==> src/rtl/fetch_unit_if.sv <==
// Fetch-unit bus bundle: PC handshake, instruction-memory port and decode-side queue head.
interface fetch_unit_if;
  logic [7:0] pc;
  logic       pc_step;
  logic       imem_req;
  logic [7:0] imem_addr;
  logic       imem_ack;
  logic [7:0] imem_rdata;
  logic [7:0] instr;
  logic [7:0] instr_pc;
  logic       instr_valid;
  logic       instr_ready;
  logic       flush;

  modport master (
    input  pc, imem_ack, imem_rdata, instr_ready, flush,
    output pc_step, imem_req, imem_addr, instr, instr_pc, instr_valid
  );

  modport slave (
    output pc, imem_ack, imem_rdata, instr_ready, flush,
    input  pc_step, imem_req, imem_addr, instr, instr_pc, instr_valid
  );
endinterface

==> src/rtl/fetch_unit.sv <==
// Single-outstanding instruction fetcher feeding a 2-entry {pc, instr} queue.
module fetch_unit (
  input  logic          clk,
  input  logic          reset,
  fetch_unit_if.master  bus
);
  typedef enum logic [1:0] {S_IDLE, S_WAIT, S_DROP} state_e;
  typedef struct packed {
    logic [7:0] pc;
    logic [7:0] data;
  } entry_t;

  state_e     state_q, state_d;
  logic [7:0] req_addr_q, req_addr_d;
  logic [1:0] count_q;
  logic       wr_ptr_q, rd_ptr_q;
  entry_t     mem_q [2];
  logic       push, pop;

  // Issue only with a free slot so the eventual push can never overflow.
  always_comb begin
    state_d    = state_q;
    req_addr_d = req_addr_q;
    push       = 1'b0;
    case (state_q)
      S_IDLE: if (!bus.flush && count_q != 2'd2) begin
        req_addr_d = bus.pc;
        state_d    = S_WAIT;
      end
      S_WAIT: if (bus.imem_ack) begin
        state_d = S_IDLE;
        push    = !bus.flush;
      end else if (bus.flush) begin
        state_d = S_DROP;
      end
      S_DROP: if (bus.imem_ack) state_d = S_IDLE;
      default: state_d = S_IDLE;
    endcase
  end

  assign pop = (count_q != 2'd0) && bus.instr_ready;

  always_ff @(posedge clk) begin
    if (reset) begin
      state_q    <= S_IDLE;
      req_addr_q <= 8'h00;
      count_q    <= 2'd0;
      wr_ptr_q   <= 1'b0;
      rd_ptr_q   <= 1'b0;
    end else begin
      state_q    <= state_d;
      req_addr_q <= req_addr_d;
      if (bus.flush) begin
        count_q  <= 2'd0;
        wr_ptr_q <= 1'b0;
        rd_ptr_q <= 1'b0;
      end else begin
        if (push) begin
          mem_q[wr_ptr_q] <= '{pc: req_addr_q, data: bus.imem_rdata};
          wr_ptr_q        <= ~wr_ptr_q;
        end
        if (pop) rd_ptr_q <= ~rd_ptr_q;
        count_q <= count_q + {1'b0, push} - {1'b0, pop};
      end
    end
  end

  assign bus.pc_step     = push && !reset;
  assign bus.imem_req    = (state_q != S_IDLE);
  assign bus.imem_addr   = req_addr_q;
  assign bus.instr_valid = (count_q != 2'd0);
  assign bus.instr       = bus.instr_valid ? mem_q[rd_ptr_q].data : 8'h00;
  assign bus.instr_pc    = bus.instr_valid ? mem_q[rd_ptr_q].pc   : 8'h00;
endmodule

==> src/flat_wrapper.sv <==
// flat-port wrapper written by rule: the top's interface ports become plain ports
module fetch_unit_flat 
  (clk, reset, bus_pc, bus_imem_ack, bus_imem_rdata, bus_instr_ready, bus_flush, bus_pc_step, bus_imem_req, bus_imem_addr, bus_instr, bus_instr_pc, bus_instr_valid);
  fetch_unit_if bus_i ();
  input  logic clk;
  input  logic reset;
  input wire logic [$bits(bus_i.pc)-1:0] bus_pc;
  input wire logic [$bits(bus_i.imem_ack)-1:0] bus_imem_ack;
  input wire logic [$bits(bus_i.imem_rdata)-1:0] bus_imem_rdata;
  input wire logic [$bits(bus_i.instr_ready)-1:0] bus_instr_ready;
  input wire logic [$bits(bus_i.flush)-1:0] bus_flush;
  output wire logic [$bits(bus_i.pc_step)-1:0] bus_pc_step;
  output wire logic [$bits(bus_i.imem_req)-1:0] bus_imem_req;
  output wire logic [$bits(bus_i.imem_addr)-1:0] bus_imem_addr;
  output wire logic [$bits(bus_i.instr)-1:0] bus_instr;
  output wire logic [$bits(bus_i.instr_pc)-1:0] bus_instr_pc;
  output wire logic [$bits(bus_i.instr_valid)-1:0] bus_instr_valid;
  assign bus_i.pc = bus_pc;
  assign bus_i.imem_ack = bus_imem_ack;
  assign bus_i.imem_rdata = bus_imem_rdata;
  assign bus_i.instr_ready = bus_instr_ready;
  assign bus_i.flush = bus_flush;
  assign bus_pc_step = bus_i.pc_step;
  assign bus_imem_req = bus_i.imem_req;
  assign bus_imem_addr = bus_i.imem_addr;
  assign bus_instr = bus_i.instr;
  assign bus_instr_pc = bus_i.instr_pc;
  assign bus_instr_valid = bus_i.instr_valid;
  fetch_unit u_core (.clk(clk), .reset(reset), .bus(bus_i));
endmodule
==> config.mk <==
export PLATFORM = sky130hd
export DESIGN_NAME = fetch_unit_flat
export DESIGN_NICKNAME = d
export VERILOG_FILES = /design/src/rtl/fetch_unit_if.sv /design/src/rtl/fetch_unit.sv /design/src/flat_wrapper.sv
export SDC_FILE = /design/constraint.sdc
export NUM_CORES = 1
export LEC_CHECK = 0
export BUFFER_PORTS_ARGS = -buffer_cell sky130_fd_sc_hd__buf_2
export CAP_MARGIN = 20
export CORE_MARGIN = 10
export CORE_UTILIZATION = 56
export CTS_BUF_LIST = sky130_fd_sc_hd__clkbuf_2 sky130_fd_sc_hd__clkbuf_4 sky130_fd_sc_hd__clkbuf_8
export CTS_CLUSTER_SIZE = 14
export DETAILED_ROUTE_END_ITERATION = 10
export PLACE_DENSITY_LB_ADDON = 0.08
export RECOVER_POWER = 100
export SYNTH_ARGS = -nofsm -noshare
export SYNTH_HDL_FRONTEND = slang
export SYNTH_SLANG_ARGS = --single-unit
==> constraint.sdc <==
create_clock -name clk -period 3.75 [get_ports clk]
set_input_delay 0.1875 -clock clk [delete_from_list [all_inputs] [get_ports clk]]
set_output_delay 0.1875 -clock clk [all_outputs]
set_load 0.02 [all_outputs]
==> impl_metrics.env <==
export IMPL_synthAdderAreaFrac_pct=0.647
export IMPL_max_stage_delay_ps=840
export IMPL_vias=1190
export IMPL_final_core_util_pct=69.3
export IMPL_start_util_pct=58.0
export IMPL_area_delta_synth_final_pct=19.5
export IMPL_ant_nets=0
export IMPL_hp_class="in -> reg"
export IMPL_synth_top_area_cell="edfxtp_1"
export IMPL_yosysSeqAreaShare_pct=65.2
export IMPL_cp_data_arrival_time_ps=2260
export IMPL_power_density_nw_per_um2=409
export IMPL_crit_buf_inv=1
export IMPL_syn_area_sq_um=1930
export IMPL_clock_root_buffer="clkbuf_4"
export IMPL_htreeDepth=2
export IMPL_post_route_drc_count=0
export IMPL_period_needed_ps=2250
export IMPL_gp_congestion=0.760
export IMPL_critPathKind="reg -> reg"
export IMPL_relSlewSlack_pct=12.0
export IMPL_synth_area_mux_share_pct=12.9
export IMPL_path_delay_family="simple AND/OR/NAND/NOR gates"
export IMPL_slew_violations=0
export IMPL_syn_area_per_cell_sq_um=14.0
export IMPL_n_antenna_cell=0
export IMPL_synth_nets=160
export IMPL_coreArea_sq_um=3340
export IMPL_drive_gt1_share_pct=21.2
export IMPL_post_place_cells=227
export IMPL_port_buffer_count=47
export IMPL_finalNetCount=219
export IMPL_wire_per_inst_um=14.4
export IMPL_synth_top_family_by_area="simple AND/OR/NAND/NOR gates"
export IMPL_die_height_um=78.8
export IMPL_synthCells=138
export IMPL_die_w_um=78.8
export IMPL_hold_viol=0
export IMPL_grt_ovfl_total=0
export IMPL_crit_chain="nand3b_1 -> nor3_1 -> clkbuf_1"
export IMPL_yosysTopAreaCellShare_pct=49.7
export IMPL_cp_required_ps=3750
export IMPL_wirelength_mm=3.52
export IMPL_rows=21
export IMPL_finalNonFillerCells=244
export IMPL_hold_slack_ps=34.7
export IMPL_worst_skew_pair_late_latency_ps=350
export IMPL_end_kind="register"
export IMPL_critPathSlowestCell="nor3_1"
export IMPL_ys_types=25
export IMPL_maxCapViolCount=0
export IMPL_grt_max_degree=19
export IMPL_status="finished, final reports clean"
export IMPL_io_pin_count=48
export IMPL_synthXorXnorAreaFrac_pct=1.81
export IMPL_ys_ff_latch=47
export IMPL_first_pass_iters=4
export IMPL_antenna_found_initial=0
export IMPL_first_global_vias=1241
export IMPL_skew_ps=5.50
export IMPL_max_freq_ghz=0.444
export IMPL_tightest_slew_ps=1310
export IMPL_startpoint_type="register"
export IMPL_cts_buffers=5
export IMPL_synth_simple_area_share_pct=16.6
export IMPL_synthTopCellsByArea="edfxtp_1 (50%), dfxtp_1 (16%), mux2i_1 (13%)"
export IMPL_track_usage_pct=11.6
export IMPL_synth_compound_area_share_pct=0.712
export IMPL_clk_pin_slew_worst_paths_ps=130
export IMPL_dp_hpwl_mm=2.53
export IMPL_drtIter0Drc=43
export IMPL_crit_fanout=9
export IMPL_cts_tree="done"
export IMPL_min_period_over_period_pct=60.1
export IMPL_clk_path_buf_depth=2
export IMPL_post_cts_setup_buffers=0
export IMPL_via_per_inst=4.88
export IMPL_rsz0062_at_grt="false"
export IMPL_fin_tns_setup_ps=0
export IMPL_total_leakage_power_nw=0.831
export IMPL_grt_pass1_wl_mm=5.78
export IMPL_die_area_sq_um=6200
export IMPL_clock_sinks=47
export IMPL_peakVddDrop_uv=259
export IMPL_yosys_warnings=0
export IMPL_setup_violations=0
[placed cells by master, fill, tap and decap left out, drive strengths merged]
master and n:
and4bb 1, dfxtp 15, mux2i 25, clkinv 2, nor3 4, or2b 14
bufinv 1, xor2 3, edfxtp 32, nor2b 1, inv 3, and2b 2
dlygate4sd3 8, or2 2, nand2b 2, xnor2 1, nand3b 1, o21ai 1
buf 17, clkbuf 37, nor2 22, ha 1, a2111oi 1, and2 2
[path summary, 6_finish.rpt]
check / depth (start not counted) / to / startpoint / slack [ps]
setup / recovery: 3 / u_core.mem_q[0][14] / u_core.state_q[1] / 1500
hold / removal: 2 / u_core.state_q[1] / bus_imem_ack / 30
setup reg to reg: 3 / u_core.mem_q[0][14] / u_core.state_q[1] / 1500
hold reg to reg: 0 / u_core.mem_q[0][13] / u_core.bus.imem_addr[5] / 510
[power by group]
group          leakage (nW)  switching, W  total (W)  internal [W]
Combinational         0.364     0.0000421  0.0000779     0.0000358
Sequential            0.422    0.00000958   0.000573      0.000564
Clock                0.0452      0.000155   0.000295      0.000140
[per-layer routing]
layer  part of all wire, %  track usage, %  up-vias
met5                     0               0        -
met4                   1.1            3.76        0
met3                   7.1            5.07        7
met2                    48            19.2       37
met1                    44            13.3      550
li1                      -               -      596
[cell families after synthesis]
| kind of cell | count (synthesis) |
|---|---|
| simple gates | 51 |
| buf+inv | 8 |
| flops | 47 |
| fa+ha+maj | 1 |
| xor+xnor | 4 |
| mux | 25 |
| compound gates | 2 |
[cell usage after synthesis]
cell type	number
a2111oi_0	1
or2_2	1
ha_1	1
or2b_2	14
and2b_2	2
nand3b_1	1
xnor2_1	1
nor3_1	3
mux2i_1	25
and4bb_2	1
clkbuf_1	1
edfxtp_1	32
clkbuf_2	1
inv_1	3
xor2_1	3
nor3_4	1
and2_1	2
or2_4	1
buf_2	2
buf_6	1
dfxtp_1	15
o21ai_0	1
nor2b_1	1
nor2_1	22
nand2b_1	2
[flip-flops by register name, summed over array words and instances (netlist names), named ones only]
register	flops
u_core.bus.imem_addr	8
u_core.wr_ptr_q	1
u_core.mem_q	32
u_core.rd_ptr_q	1
u_core.state_q	2
u_core.count_q	2
[metrics by stage]
step	cell area (sq um)	worst slack (ps)	total power, W
after floorplan	1930	1570	0.000632
after global placement	2200	1650	0.000659
after detailed placement	2210	1800	0.000663
after CTS	2290	1610	0.000952
after global routing	2310	1250	0.000988
final	2310	1500	0.000946
[layout make-up]
type                       instances  area [sq um]
sequential                        47          1260
fill                             292          1020
multi-input combinational         83           617
timing repair buffer              57           284
tap                               46          57.6
clock inverter                     3          43.8
clock buffer                       5          37.5
inverter                           3          11.3
[timing repair]
item	4_1_cts	5_1_grt
hold endpoints to repair	0	16
hold buffers	0	8
gates resized for setup	0	0
Power figures use the tool's default switching activity.
